<file path="src/rtl/move_input_conditioner_pkg.sv">
// rtl/move_input_conditioner_pkg.sv - direction indices, FSM states, timing defaults and arbiter helper
package move_input_conditioner_pkg;

   localparam int DIR_UP    = 3;
   localparam int DIR_DOWN  = 2;
   localparam int DIR_LEFT  = 1;
   localparam int DIR_RIGHT = 0;

   // 25 MHz pixel clock: 10 ms debounce, 500 ms first repeat, 200 ms repeat period.
   localparam int DEF_DEBOUNCE_LIMIT = 250000;
   localparam int DEF_REPEAT_DELAY   = 12500000;
   localparam int DEF_REPEAT_PERIOD  = 5000000;

   typedef enum logic [1:0] {
      ST_IDLE         = 2'd0,
      ST_HELD         = 2'd1,
      ST_REPEAT       = 2'd2,
      ST_WAIT_RELEASE = 2'd3
   } mvt_state_e;

   // One-hot grant of the highest-priority rise (Up > Down > Left > Right); losers are dropped.
   function automatic logic [3:0] pick_direction(input logic [3:0] rise);
      logic [3:0] grant;
      grant = 4'b0000;
      if (rise[DIR_UP])         grant[DIR_UP]    = 1'b1;
      else if (rise[DIR_DOWN])  grant[DIR_DOWN]  = 1'b1;
      else if (rise[DIR_LEFT])  grant[DIR_LEFT]  = 1'b1;
      else if (rise[DIR_RIGHT]) grant[DIR_RIGHT] = 1'b1;
      return grant;
   endfunction

endpackage

</file>
<file path="src/rtl/move_input_conditioner_debounce_filter.sv">
// rtl/move_input_conditioner_debounce_filter.sv - 2-flop synchroniser plus stable-count debounce
module move_input_conditioner_debounce_filter
   import move_input_conditioner_pkg::*;
#(
   parameter int DEBOUNCE_LIMIT = DEF_DEBOUNCE_LIMIT
)
(
   input  logic clk,
   input  logic rst_n,
   input  logic btn,
   output logic level
);

   localparam int               CNT_W  = $clog2(DEBOUNCE_LIMIT) + 1;
   localparam logic [CNT_W-1:0] CNT_TC = CNT_W'(DEBOUNCE_LIMIT - 1);

   logic             sync_a;
   logic             sync_b;
   logic [CNT_W-1:0] cnt;

   always_ff @(posedge clk or negedge rst_n) begin
      if (!rst_n) begin
         sync_a <= 1'b0;
         sync_b <= 1'b0;
         cnt    <= '0;
         level  <= 1'b0;
      end else begin
         sync_a <= btn;
         sync_b <= sync_a;
         // Any cycle that agrees with the accepted level restarts the stability count.
         if (sync_b == level) begin
            cnt <= '0;
         end else if (cnt == CNT_TC) begin
            level <= ~level;
            cnt   <= '0;
         end else begin
            cnt <= cnt + 1'b1;
         end
      end
   end

endmodule

</file>
<file path="src/rtl/move_input_conditioner.sv">
// rtl/move_input_conditioner.sv - debounced buttons to single-cycle, arbitrated, auto-repeating move pulses
module move_input_conditioner
   import move_input_conditioner_pkg::*;
#(
   parameter int DEBOUNCE_LIMIT = DEF_DEBOUNCE_LIMIT,
   parameter int REPEAT_DELAY   = DEF_REPEAT_DELAY,
   parameter int REPEAT_PERIOD  = DEF_REPEAT_PERIOD
)
(
   input  logic       i_Clk,
   input  logic       i_Rst_L,
   input  logic       i_Btn_Up,
   input  logic       i_Btn_Down,
   input  logic       i_Btn_Left,
   input  logic       i_Btn_Right,
   input  logic       i_Btn_Start,
   input  logic       i_Freeze,
   output logic       o_Up_Mvt,
   output logic       o_Down_Mvt,
   output logic       o_Left_Mvt,
   output logic       o_Right_Mvt,
   output logic       o_Game_Start,
   output logic [3:0] o_Dir_Held
);

   localparam int               RPT_MAX   = (REPEAT_DELAY > REPEAT_PERIOD) ? REPEAT_DELAY : REPEAT_PERIOD;
   localparam int               RPT_W     = $clog2(RPT_MAX) + 1;
   localparam logic [RPT_W-1:0] DELAY_TC  = RPT_W'(REPEAT_DELAY - 1);
   localparam logic [RPT_W-1:0] PERIOD_TC = RPT_W'(REPEAT_PERIOD - 1);

   logic [4:0]       btn_raw;
   logic [4:0]       level;
   logic [4:0]       level_prev;
   logic [4:0]       rise;
   logic [3:0]       winner;
   logic [3:0]       active;
   logic [3:0]       mvt;
   logic             active_held;
   logic [RPT_W-1:0] rpt_cnt;
   logic [RPT_W-1:0] rpt_tc;
   mvt_state_e       state;

   // Bit 4 is Start; bits 3:0 follow the direction indices.
   assign btn_raw = {i_Btn_Start, i_Btn_Up, i_Btn_Down, i_Btn_Left, i_Btn_Right};

   for (genvar g = 0; g < 5; g++) begin : g_filter
      move_input_conditioner_debounce_filter #(
         .DEBOUNCE_LIMIT(DEBOUNCE_LIMIT)
      ) u_filter (
         .clk   (i_Clk),
         .rst_n (i_Rst_L),
         .btn   (btn_raw[g]),
         .level (level[g])
      );
   end

   assign rise        = level & ~level_prev;
   assign winner      = pick_direction(rise[3:0]);
   assign active_held = |(level[3:0] & active);
   assign rpt_tc      = (state == ST_HELD) ? DELAY_TC : PERIOD_TC;

   always_ff @(posedge i_Clk or negedge i_Rst_L) begin
      if (!i_Rst_L) begin
         level_prev   <= '0;
         o_Game_Start <= 1'b0;
      end else begin
         level_prev   <= level;
         o_Game_Start <= rise[4];
      end
   end

   always_ff @(posedge i_Clk or negedge i_Rst_L) begin
      if (!i_Rst_L) begin
         state   <= ST_IDLE;
         active  <= '0;
         mvt     <= '0;
         rpt_cnt <= '0;
      end else begin
         mvt <= '0;
         case (state)
            ST_IDLE: begin
               if (!i_Freeze && (|rise[3:0])) begin
                  active  <= winner;
                  mvt     <= winner;
                  rpt_cnt <= '0;
                  state   <= ST_HELD;
               end
            end
            ST_HELD, ST_REPEAT: begin
               // Release outranks both freeze and a repeat falling due on the same edge.
               if (!active_held) begin
                  state <= ST_IDLE;
               end else if (i_Freeze) begin
                  state <= ST_WAIT_RELEASE;
               end else if (REPEAT_PERIOD != 0) begin
                  if (rpt_cnt == rpt_tc) begin
                     mvt     <= active;
                     rpt_cnt <= '0;
                     state   <= ST_REPEAT;
                  end else begin
                     rpt_cnt <= rpt_cnt + 1'b1;
                  end
               end
            end
            ST_WAIT_RELEASE: begin
               if (!active_held && !i_Freeze) begin
                  state <= ST_IDLE;
               end
            end
            default: state <= ST_IDLE;
         endcase
      end
   end

   assign o_Up_Mvt    = mvt[DIR_UP];
   assign o_Down_Mvt  = mvt[DIR_DOWN];
   assign o_Left_Mvt  = mvt[DIR_LEFT];
   assign o_Right_Mvt = mvt[DIR_RIGHT];
   assign o_Dir_Held  = level[3:0];

endmodule

</file>
<file path="config.mk">
export PLATFORM = sky130hd
export DESIGN_NAME = move_input_conditioner
export DESIGN_NICKNAME = d
export VERILOG_FILES = /design/src/rtl/move_input_conditioner_pkg.sv /design/src/rtl/move_input_conditioner_debounce_filter.sv /design/src/rtl/move_input_conditioner.sv
export SDC_FILE = /design/constraint.sdc
export NUM_CORES = 1
export LEC_CHECK = 0
export BUFFER_PORTS_ARGS = -buffer_cell sky130_fd_sc_hd__buf_4
export CAP_MARGIN = 20
export CORE_MARGIN = 2
export CORE_UTILIZATION = 40
export DETAILED_ROUTE_END_ITERATION = 10
export SYNTH_ARGS = -nofsm -noshare
export SYNTH_HDL_FRONTEND = slang
export SYNTH_HIERARCHICAL = 1
export SYNTH_SLANG_ARGS = --single-unit
</file>
<file path="constraint.sdc">
create_clock -name i_Clk -period 2.1 [get_ports i_Clk]
set_clock_uncertainty 0.1 [all_clocks]
set_input_delay 0.21 -clock i_Clk [delete_from_list [all_inputs] [get_ports i_Clk]]
set_output_delay 0.21 -clock i_Clk [all_outputs]
set_load 0.005 [all_outputs]
</file>
### Word-level counts from Yosys, hierarchy flattened

Cells that the tools add are included.

| storage, ports and cells | value |
|---|---|
| flip-flop bits (word level) | 151 |
| output and inout bits | 9 |
| word-level logic and storage cells | 115 |

| operators by class | value |
|---|---|
| add/sub/neg operators | 6 |
| eq/ne operators | 19 |
| mux-type cells | 34 |
| bitwise operators | 13 |
| reduce and logical (&&, ||, !) cells | 17 |

Operators by type and width:

| kind | number |
|---|---|
| 19-bit two-way mux | 10 |
| 25-bit two-way mux | 4 |
| 19-bit by 1-bit adder with 19-bit output, second input constant | 5 |
| 19-bit by 18-bit equality test with 1-bit output, second input constant | 5 |
| 25-bit one-hot mux with 2 select lines | 1 |
| 25-bit by 1-bit adder with 25-bit output, second input constant | 1 |
| 25-bit by 24-bit equality test with 1-bit output | 1 |
| 24-bit two-way mux | 1 |
| 4-bit two-way mux | 4 |
| 2-bit two-way mux | 6 |
| 2-bit AND reduction | 6 |
| 1-bit NOT | 10 |
| 2-bit inequality test, second input constant | 4 |
| 4-bit one-hot mux with 2 select lines | 1 |
| 4-bit OR reduction | 2 |
| 2-bit one-hot mux with 3 select lines | 1 |
| 5-bit bitwise AND | 1 |
| 1-bit equality test | 5 |
| 1-bit two-way mux | 5 |
| 5-bit NOT | 1 |
| 4-bit bitwise AND | 1 |
| 2-bit equality test, second input constant | 2 |
| 4-bit inequality test, second input constant | 1 |
| 4-bit AND reduction | 1 |
| 8 further kinds | 10 |

### Logic depth before layout (Yosys ltp)

| logic depth | value |
|---|---|
| word-level depth | 8 |
| depth in mapped cells | 9 |
| depth with buffers taken out | 8 |

### Cells and area by module

Netlist, hierarchy kept.

By module, submodules not included:

| module | instances | cells an instance | area each (um^2) | sequential area each (um^2) |
|---|---|---|---|---|
| move_input_conditioner_debounce_filter | 5 | 107 | 1069.8 | 550.5 |
| move_input_conditioner | 1 | 236 | 2268.4 | 1026.0 |

### Least setup slack after synthesis

OpenSTA, ideal clock, no wires.

| path | value |
|---|---|
| path type | register to register |
| from | register state[0] |
| to | register rpt_cnt[21] |
| arrival | 1.917 ns |
| data required time | 1.880 ns |
| setup slack | -0.037 ns |
| cell stages (with the launch flop) | 10 |
| path buffers | 1 |
| clock period less this slack | 2.137 ns |
| cells stage by stage | dfrtp_1 > inv_1 > ha_1 > inv_1 > a211o_1 > o2bb2ai_4 > buf_6 > nor4_2 > xnor2_1 > nor2_2 |

| between the ends | value |
|---|---|
| longest elaborated chain between the ends | 7 |
| elaborated cells on any way between the ends | 15 |
| classes of those cells | eq/ne (6); mux (5); reduce/logical (4) |

Ends and longest elaborated chain:

| what | RTL line | source |
|---|---|---|
| start: declaration | move_input_conditioner.sv:41 | `mvt_state_e state;` |
| start signal: assignment | move_input_conditioner.sv:74 | `state <= ST_IDLE;` |
| start signal: assignment | move_input_conditioner.sv:86 | `state <= ST_HELD;` |
| start signal: assignment | move_input_conditioner.sv:92 | `state <= ST_IDLE;` |
| 2-bit by 1-bit equality test with 1-bit output | move_input_conditioner.sv:60, move_input_conditioner.sv:80 |  |
| 24-bit two-way mux | move_input_conditioner.sv:60 | `assign rpt_tc = (state == ST_HELD) ? DELAY_TC : PERIOD_TC;` |
| 25-bit by 24-bit equality test with 1-bit output | move_input_conditioner.sv:96 | `if (rpt_cnt == rpt_tc) begin` |
| 25-bit two-way mux | move_input_conditioner.sv:96 |  |
| 25-bit two-way mux | move_input_conditioner.sv:93 | `end else if (i_Freeze) begin` |
| 25-bit two-way mux | move_input_conditioner.sv:91 | `if (!active_held) begin` |
| 25-bit one-hot mux with 2 select lines | move_input_conditioner.sv:80 | `case (state)` |
| end signal: assignment | move_input_conditioner.sv:101 | `rpt_cnt <= rpt_cnt + 1'b1;` |
| end: declaration | move_input_conditioner.sv:39 | `logic [RPT_W-1:0] rpt_cnt;` |

Several ways; a longest one is shown, not always the timed one. The select of a mux whose other input is x is not followed.
A chain may end at the register's enable or synchronous reset.

### Worst setup path after layout

| path | value |
|---|---|
| from | register state[0] |
| to | register rpt_cnt[15] |

The elaborated chain is that of the path after synthesis.

==> flow_metrics.env <==
export IMPL_synth_seq_cells=151
export IMPL_rows=50
export IMPL_antenna_found_initial=0
export IMPL_worst_ep_required_time_ns=2.31
export IMPL_setup_ws_ns=-0.0541
export IMPL_dpl_hpwl_mm=10.8
export IMPL_ir_worst_vdd_uv=469
export IMPL_drc_errors=0
export IMPL_via_per_inst=5.33
export IMPL_power_switching_w=0.00133
export IMPL_mostFrequentLayoutCells="151 x dfrtp_1, 104 x nor2_1, 65 x buf_4"
export IMPL_tightest_slew_ns=0.614
export IMPL_antenna_left=0
export IMPL_setup_viol=19
export IMPL_slowest_delay_ns=0.42
export IMPL_synth_area_per_cell_sq_um=9.88
export IMPL_syn_nets=789
export IMPL_grt_pass1_vias=5662
export IMPL_drv_slew=0
export IMPL_cellLeakagePower_nw=3.82
export IMPL_synthesis_area_sq_um=7620
export IMPL_dieHeight_um=142
export IMPL_slowest_stage="dfrtp_1"
export IMPL_p_clk_frac=0.496
export IMPL_failed_checks="setup timing"
export IMPL_start_util=0.407
export IMPL_drv_cap=0
export IMPL_reg2reg_to="rpt_cnt[15]$_DFFE_PN0P_"
export IMPL_intPower_w=0.00493
export IMPL_mostFrequentLayoutCell="dfrtp_1"
export IMPL_drt_iter0_markers=401
export IMPL_r2r_cells=9
export IMPL_dr_pass1_iters=5
export IMPL_cts_sinks=151
export IMPL_cts_buffers=17
export IMPL_yosysUniqueCellTypes=51
export IMPL_crit_arrival_ns=2.37
export IMPL_rsz0062_at_grt="true"
export IMPL_synth_edf_count=0
export IMPL_path_cells="inv_2 -> ha_4 -> inv_2 -> a211o_4 -> o2bb2ai_4 -> buf_12 -> nor4_2 -> xnor2_1 -> nor2_2"
export IMPL_synth_ff_type="dfrtp_1"
export IMPL_core_sq_um=18700
export IMPL_hold_path_class="in -> async"
export IMPL_critPathLaunchType="register"
export IMPL_overflow=0
export IMPL_place_ws_ns=-0.0901
export IMPL_finalWirelength_mm=16.2
export IMPL_diodes=0
export IMPL_layout_drive_gt1_share=0.192
export IMPL_grt_max_degree=43
export IMPL_crit_fanout=6
export IMPL_finish_cell_count_without_fillers=1093
export IMPL_numPlacedInstances=1044
export IMPL_syn_inst=771
export IMPL_cts_buffer_depth=2
export IMPL_clk_pin_slew_ns=0.06
export IMPL_finalNetCount=864
export IMPL_grt_usage=0.171
export IMPL_crit_top_cell="inv_2"
export IMPL_p_seq_frac=0.475
export IMPL_ctsRootBufferMaster="clkbuf_16"
export IMPL_cts_tree="yes"
export IMPL_fp_dieW_um=142
export IMPL_clock_latency_ns=0.43
export IMPL_grt_pass1_wl_mm=27.8
export IMPL_rr_startpoint="state[0]$_DFFE_PN0P_"
export IMPL_sw_frac_of_total=0.213
export IMPL_power_density_nw_per_um2=675
export IMPL_final_hold_viol_count=0
export IMPL_dieArea_sq_um=20200
export IMPL_relSlewSlack=0.587
export IMPL_fin_crit_sh=1.03
export IMPL_gp_congestion=0.815
export IMPL_max_freq_ghz=0.464
export IMPL_syn_to_final_growth_pct=21.8
export IMPL_dr_total_vias=5821
export IMPL_setup_total_negative_slack_ns=-0.593
export IMPL_seq_area_frac_synth=0.496
export IMPL_port_buffers=16
export IMPL_nFillCells=1693
export IMPL_crit_type="reg -> reg"
export IMPL_rrSetupSlack_ns=-0.05
export IMPL_htreeDepth=4
export IMPL_wl_per_cell_um=14.8
export IMPL_yosysWarnings=6
export IMPL_end_kind="register"
export IMPL_ios=17
export IMPL_run_status="complete, but fails checks"
export IMPL_p_comb_frac=0.028
export IMPL_min_period_ns=2.15
export IMPL_power_total_w=0.00626
export IMPL_async_reset_ff_frac=1.00
==> worst max-delay path by stage <==
stage	start	depth (start not counted)	slack, ns	endpoint
6_report	state[0]$_DFFE_PN0P_	9	-0.05	rpt_cnt[15]$_DFFE_PN0P_
5_1_grt	state[0]$_DFFE_PN0P_	10	-0.14	rpt_cnt[16]$_DFFE_PN0P_
4_1_cts	state[0]$_DFFE_PN0P_	10	-0.04	rpt_cnt[16]$_DFFE_PN0P_
3_5_place_dp	state[1]$_DFFE_PN0P_	9	-0.09	mvt[0]$_DFF_PN0_
3_3_place_gp	state[1]$_DFFE_PN0P_	9	-0.07	mvt[2]$_DFF_PN0_
2_1_floorplan	state[1]$_DFFE_PN0P_	9	0.003	rpt_cnt[11]$_DFFE_PN0P_
==> metrics by stage <==
stage	hold slack [ns]	utilization	instance area, sq um
finish	0.174	0.496	9280
global route	0.187	0.496	9280
CTS	0.153	0.484	9060
detailed placement	0.0618	0.444	8310
global placement	0.0566	0.444	8310
floorplan	-0.186	-	7650
==> critical path, delay by kind of cell (launching register included) <==
family / cells / cell delay [ns]
DFF: 1 / 0.42
buffers and inverters: 3 / 0.27
xor gates and xnor gates: 1 / 0.17
and+or+nand+nor: 2 / 0.34
AOI/OAI and AO/OA: 2 / 0.47
adders and majority gates: 1 / 0.27
==> repair_timing <==
action | 4_1_cts | 5_1_grt
hold buffers | 6 | 0
pin swaps | 5 | 12
gates resized for setup | 11 | 28
setup endpoints to repair | 28 | 30
cloned | 1 | 2
buffers inserted | 3 | 5
endpoints found under the hold margin | 119 | 0
==> power by group through the flow <==
| stage | Clock, W | Sequential, W | Combinational [W] |
|---|---|---|---|
| floorplan | 0 | 0.00302 | 0.0000667 |
| CTS | 0.00319 | 0.00298 | 0.000186 |
| global placement | 0 | 0.00303 | 0.000174 |
| detailed placement | 0 | 0.00303 | 0.000176 |
| finish | 0.00311 | 0.00298 | 0.000177 |
| global route | 0.00334 | 0.00298 | 0.000211 |
==> cells by family (layout without fill, tap and decap cells) <==
| family | Yosys count | count (layout) | share of synthesized area |
|---|---|---|---|
| flops | 151 | 151 | 0.496 |
| buf+inv | 43 | 130 | 0.0276 |
| mux | 10 | 10 | 0.0140 |
| simple gates | 397 | 397 | 0.282 |
| compound gates | 75 | 76 | 0.0660 |
| fa+ha+maj | 10 | 10 | 0.0164 |
| xor+xnor | 85 | 85 | 0.0977 |
==> area by class of cell <==
cell class / count / area [sq um] / share of cell area
multi-input combinational: 578 / 3820 / 0.412
inverter: 18 / 67.6 / 0.00728
tap: 234 / 293 / 0.0316
sequential: 151 / 3780 / 0.407
clock inverter: 12 / 151 / 0.0163
clock buffer: 20 / 457 / 0.0492
timing repair buffer: 80 / 712 / 0.0767
==> layer usage <==
layer / wire [um] / GRT usage
met1: 8140 / 0.237
met2: 7430 / 0.262
met3: 451 / 0.0454
met4: 188 / 0.0537
met5: 0 / 0
==> Yosys cell counts (all sizes together) (7+ instances only) <==
cell | count | area [sq um]
dfrtp | 151 | 3780
nor2 | 118 | 455
xnor2 | 61 | 534
nand2 | 59 | 221
nand3 | 47 | 260
nand4 | 40 | 250
nor4 | 36 | 263
a21oi | 31 | 155
buf | 24 | 139
xor2 | 24 | 210
nor3 | 19 | 95.1
o21ai | 19 | 114
inv | 18 | 67.6
or3 | 15 | 93.8
and3 | 11 | 68.8
ha | 10 | 125
or4 | 10 | 93.8
nor4bb | 8 | 80.1
and4 | 7 | 61.3
nand2b | 7 | 43.8
==> registers in the layout, indices dropped and copies added (netlist names) <==
register / count
mvt: 4
level_prev: 5
g_filter.u_filter/cnt: 95
g_filter.u_filter/level: 5
g_filter.u_filter/sync_a: 5
active: 4
rpt_cnt: 25
g_filter.u_filter/sync_b: 5
o_Game_Start: 1
state: 2
No activity file was read; power rests on OpenSTA's default activity.
